===== config.mk =====
export PLATFORM = sky130hd
export DESIGN_NAME = if_prefetch
export DESIGN_NICKNAME = d
export VERILOG_FILES = /design/src/rtl/if_prefetch.sv
export SDC_FILE = /design/constraint.sdc
export NUM_CORES = 1
export LEC_CHECK = 0
export CAP_MARGIN = 20
export CORE_MARGIN = 4
export CORE_UTILIZATION = 55
export CTS_BUF_LIST = sky130_fd_sc_hd__clkbuf_8
export CTS_CLUSTER_SIZE = 28
export DETAILED_ROUTE_END_ITERATION = 10
export GPL_ROUTABILITY_DRIVEN = 0
export PLACE_DENSITY = 0.79
export SLEW_MARGIN = 0
export SYNTH_ARGS = -nofsm -noshare
export SYNTH_HDL_FRONTEND = slang
export SYNTH_SLANG_ARGS = --single-unit

===== constraint.sdc =====
create_clock -name clk -period 7.3 [get_ports clk]
set_clock_uncertainty 0.05 [all_clocks]
set_input_delay 1.825 -clock clk [delete_from_list [all_inputs] [get_ports clk]]
set_output_delay 1.825 -clock clk [all_outputs]
set_load 0.03 [all_outputs]

===== src/rtl/if_prefetch.sv =====
// Instruction-fetch initiator: drives the combinational ROM port and buffers
// fetched {pc, inst} pairs in a small circular prefetch queue for IF/ID.
module if_prefetch #(
  parameter int unsigned DEPTH    = 4,
  parameter logic [31:0] RESET_PC = 32'h0000_0000
) (
  input  logic        clk,
  input  logic        rst,
  output logic        rom_ce_o,
  output logic [31:0] rom_addr_o,
  input  logic [31:0] rom_inst_i,
  input  logic        stall_i,
  input  logic        branch_flag_i,
  input  logic [31:0] branch_target_i,
  output logic        if_valid_o,
  output logic [31:0] if_pc_o,
  output logic [31:0] if_inst_o
);

  localparam int unsigned PTR_W = $clog2(DEPTH);
  localparam int unsigned CNT_W = $clog2(DEPTH + 1);
  localparam logic [CNT_W-1:0] FULL = CNT_W'(DEPTH);

  logic             en_q;
  logic [31:0]      fetch_pc;
  logic [31:0]      pc_mem   [DEPTH];
  logic [31:0]      inst_mem [DEPTH];
  logic [PTR_W-1:0] rd_ptr;
  logic [PTR_W-1:0] wr_ptr;
  logic [CNT_W-1:0] count;
  logic             pop;
  logic             push;
  logic             redirect;

  always_comb begin
    if_valid_o = (count != '0);
    pop        = if_valid_o & ~stall_i & ~branch_flag_i;
    // A full queue may still fetch when the head leaves in the same cycle.
    push       = en_q & ~branch_flag_i & ((count < FULL) | pop);
    redirect   = branch_flag_i & en_q;
    rom_ce_o   = push;
    rom_addr_o = fetch_pc;
    if_pc_o    = if_valid_o ? pc_mem[rd_ptr]   : '0;
    if_inst_o  = if_valid_o ? inst_mem[rd_ptr] : '0;
  end

  always_ff @(posedge clk) begin
    if (rst) begin
      en_q     <= 1'b0;
      fetch_pc <= {RESET_PC[31:2], 2'b00};
      rd_ptr   <= '0;
      wr_ptr   <= '0;
      count    <= '0;
    end else begin
      en_q <= 1'b1;
      if (redirect) begin
        fetch_pc <= {branch_target_i[31:2], 2'b00};
        rd_ptr   <= '0;
        wr_ptr   <= '0;
        count    <= '0;
      end else begin
        if (push) begin
          pc_mem[wr_ptr]   <= fetch_pc;
          inst_mem[wr_ptr] <= rom_inst_i;
          wr_ptr           <= wr_ptr + PTR_W'(1);
          fetch_pc         <= fetch_pc + 32'd4;
        end
        if (pop) begin
          rd_ptr <= rd_ptr + PTR_W'(1);
        end
        case ({push, pop})
          2'b10:   count <= count + CNT_W'(1);
          2'b01:   count <= count - CNT_W'(1);
          default: count <= count;
        endcase
      end
    end
  end

endmodule


# After elaboration in Yosys (flattened, before gate mapping)
# Memory sizes are Yosys's and may differ from the RTL's. A register that Yosys moved wholly into a read port is not among the register bits.
# Index checks and enable logic that the tools add are counted.
dict set report op_classes {
  n_addsub 5
  mul 0
  div_mod_pow 0
  magnitude_cmp 1
  eq_ne 2
  shifts 0
  muxes 14
  bitwise_logic 8
  reduce_logical 4
}
# operator count
set ops {}
lappend ops {{$mux 32} 4}
lappend ops {{$add 32x3->32 const B} 1}
lappend ops {{$mux 2} 4}
lappend ops {{$pmux 3 s2} 1}
lappend ops {{$and 1x1->1} 5}
lappend ops {{$mux 1} 5}
lappend ops {{$add 2x1->2 const B} 2}
lappend ops {{$reduce_bool 2->1} 2}
lappend ops {{$add 3x1->3 const B} 1}
lappend ops {{$lt 3x3->1 const B} 1}
lappend ops {{$reduce_bool 3->1} 1}
lappend ops {{$sub 3x1->3 const B} 1}
lappend ops {{$eq 2x1->1 const B} 1}
lappend ops {{$eq 2x2->1 const B} 1}
lappend ops {{$not 1->1} 2}
lappend ops {{$reduce_or 2->1} 1}
lappend ops {{$or 1x1->1} 1}
dict set report word_totals {
  regBits 40
  latchBits 0
  mem_bits_rw 256
  romBits 0
  output_inout_bits 98
  elab_cells 42
  n_memories 2
}
# name depth width read_ports rd_clocked_by_memory_dff wr line_no
set mem_list {}
lappend mem_list {inst_mem 4 32 1 1 1 27} ;# logic [31:0] inst_mem [DEPTH];
lappend mem_list {pc_mem 4 32 1 1 1 26} ;# logic [31:0] pc_mem [DEPTH];

# Logic depth before layout (Yosys ltp)
dict set report logic_depth {
  ltp_word 9
  ltp_mapped 8
  depth_no_buf 8
}

# Least setup slack after synthesis
# No wires, ideal clock.
dict set report synth_path {
  path_kind {input to register}
  from {input branch_flag_i}
  to {memory inst_mem[1][0] (enable)}
  arrival_time_ns 4.409
  required_ns 6.823
  path_slack_ns 2.414
  cell_stages 5
  path_buffers 1
  cell_sequence {nor2b_1 -> nand2_1 -> inv_1 -> buf_1 -> and3_1}
}
dict set report synth_between {
  elab_chain_cells 8
}
# item line_no
set synth_lines {}
lappend synth_lines {{from (decl)} 13} ;# input logic branch_flag_i,
lappend synth_lines {{$not 1->1 (*)} {37, 39}}
lappend synth_lines {{$and 1x1->1} 37} ;# pop = if_valid_o & ~stall_i & ~branch_flag_i;
lappend synth_lines {{$or 1x1->1} 39} ;# push = en_q & ~branch_flag_i & ((count < FULL) | pop);
lappend synth_lines {{$and 1x1->1 (*)} 39}
lappend synth_lines {{net rom_ce_o} 9} ;# output logic rom_ce_o,
lappend synth_lines {{$mux 1 (*)} 62} ;# if (push) begin
lappend synth_lines {{$mux 1 (*)} 56} ;# if (redirect) begin
lappend synth_lines {{$mux 1 (*)} 48} ;# if (rst) begin
lappend synth_lines {{$mux 1 (implied by the code) (*)} 64} ;# inst_mem[wr_ptr] <= rom_inst_i;
lappend synth_lines {{to (decl)} 27}
# Mark *: on every way through the listed nets, which the timed path passes. The rest lies on a longest branch.

# Final worst setup path
dict set report layout_path {
  from {input branch_flag_i}
  to {output rom_ce_o}
}
dict set report layout_between {
  elab_chain_cells 4
}
# item line_no
set layout_lines {}
lappend layout_lines {{$not 1->1 (*)} {37, 39}}
lappend layout_lines {{$and 1x1->1} 37}
lappend layout_lines {{$or 1x1->1} 39}
lappend layout_lines {{$and 1x1->1 (*)} 39}
lappend layout_lines {{to (decl)} 9}
# Every way passes the cells marked *; elsewhere a longest branch is shown, timed or not.

==> metrics <==
Yosys top cell area share 64.84%; Worst VDD drop 0.0001354 V; top cells by count, synth edfxtp_1 (248), nor2b_1 (63), mux4_2 (62); most area-hungry cell type in the Yosys netlist edfxtp_1; CTS root buf clkbuf_8; Hold Buf Count CTS 0; Die Area 23260 sq um; pin count of the biggest net entering global routing 63; RSZ-0062 raised after global routing no; PD cells 235.1 nW/um^2; Fmax 172.0 MHz; DR vias/cell 5.658; max_cap viols 0; DP Area 13320 sq um; setup TNS 0 ns; synth warn 0; Clock Sink Count 288; Clock Latency Late Sink 0.53 ns; syn_area_per_cell 17.62 sq um; Hold Path Cell Cnt 2; dpl hpwl 13.81 mm; Post-CTS Setup Inserts 0; I/O pin total 166; FF/Latch Area 8255 sq um; crit path time final 5.814 ns; starting density of the core 56.40%; gr usage total 19.98%; drt pass-1 iters 6; port bufs 159; Synth async-reset ratio 0%; crit path DAT 3.94 ns; core footprint 20360 sq um; share of layout cells above drive strength 1 15.58%; final layout net count 902; Inserted Diodes 0; Min-Delay Path Class reg2reg; Vias 6394; design area 14080 sq um; Yosys cell types 39; first-pass GRT wire length 36.60 mm; startpoint types primary input; Slew Viols, Final 0; CTS tree done; initial antenna violation count 0; cts repair resizes 0; status completed; Worst-path clk slew 0.06 ns; Critical Path Fanout Max 14; Die X 152.5 microns; die height 152.5 microns; clock buffer depth 3; EDFF count, synth 248; fin util 69.16%; fin crit share 79.65%; Lkg Pwr 4.434 nW; area grow syn2layout 22.61%; FILL cells 1349; Final Hold Vio Count 0; Setup Crit Path Kind in2out; post-synthesis register bit count 288; Worst Path Required 5.43 ns; WL/cell 20.65 microns; area of the multi-input gates 3057 sq um; remaining global-route overflow 0; CP endpoint kind output port; DRC viols 0; ranking of synthesized cells by area edfxtp_1 (65%), mux4_2 (12%), dfxtp_1 (7.0%), nor2b_1 (3.4%), xnor2_1 (1.7%); share of the yosys chip area belonging to registers 71.81%; Final setup viols 0; final WL 23.33 mm; Site Rows 52; vias in the first global route 6645; worst r2r path cells 9; Syn Std Cell Area 11490 sq um; Synth Instances 652; H-tree depth 2; CTS Buf Count 44; most common cell in the netlist edfxtp_1; Iteration-0 DRC Markers 451; Slew HR 31.29%; Antenna Violating Nets Remaining 0; Post-synth top flop edfxtp_1; Tightest Pin Transition 1.031 ns
power by group:
| part | internal [mW] | switching [mW] | total [mW] |
|---|---|---|---|
| Sequential | 1.82 | 0.0373 | 1.86 |
| Combinational | 0.137 | 0.168 | 0.305 |
| Clock | 0.582 | 0.568 | 1.15 |
final timing paths:
| path | endpoint | start | slack (ns) |
|---|---|---|---|
| worst max-delay path | rom_ce_o | branch_flag_i | 1.49 |
| worst min-delay path | flop | rd_ptr[1]$_SDFFE_PP0P_ | 0.47 |
| worst max register to register | count[2]$_SDFFE_PP0P_ | count[2]$_SDFFE_PP0P_ | 4.56 |
| worst min register to register | flop | rd_ptr[1]$_SDFFE_PP0P_ | 0.47 |
worst max-delay path, stage by stage:
cell,delay (ns)
clkdlybuf4s50_1,0.45
nor2b_1,0.22
nand2_1,0.24
inv_1,0.43
clkdlybuf4s50_1,0.77
cells by family (layout without fill, tap and decap cells):
logic type	Yosys count	after routing	share of synthesized area (%)
flops	288	288	71.81
xor+xnor	27	27	2.059
simple gates	150	150	8.028
compound gates	67	67	3.192
buf+inv	50	255	1.895
mux	62	62	12.16
other cells	1	4	0.03265
fa+ha+maj	7	7	0.8279
stage by stage:
step                      power [mW]  setup WS, ns  hold slack [ns]  cells
after CTS                      3.345         1.540           0.4767   1130
final                          3.312         1.486           0.4737   1130
after floorplan                2.047         2.414           0.4192    655
after detailed placement       2.198         1.547           0.4579   1051
after global placement         2.188         1.592           0.4307   1051
after global routing           3.441         1.372           0.4915   1130
metal layers:
| metal | share of wire, % | global-route usage [%] | up-vias |
|---|---|---|---|
| li1 | - | - | 2902 |
| met1 | 41 | 26.71 | 3177 |
| met2 | 49 | 33.32 | 276 |
| met3 | 8.2 | 5.027 | 39 |
| met4 | 1.9 | 5.303 | 0 |
| met5 | 0 | 0 | - |
cell type report:
cell class	count	area share (%)
well taps	270	2.399
flip-flops and latches	288	58.62
clock buffers	46	4.495
inverters	13	0.3465
clock inverters	33	0.9240
repair buffers	163	11.51
multi-input cells	317	21.70
placed cells by master (no fill, tap or decap), types with 22 or more instances in the layout:
cell             count
dfxtp_1             38
mux4_2              62
clkbuf_8            46
edfxtp_1           248
nor2b_1             63
clkdlybuf4s50_1    159
a21oi_1             27
o21ai_0             29
inv_1               29
xnor2_1             22
state kept, by name, summed over array words and instances (netlist names), named ones only:
name and count:
wr_ptr 2, rom_addr_o 30, count 3, en_q 1, inst_mem 128, rd_ptr 2
pc_mem 120
Power figures use the tool's default switching activity.
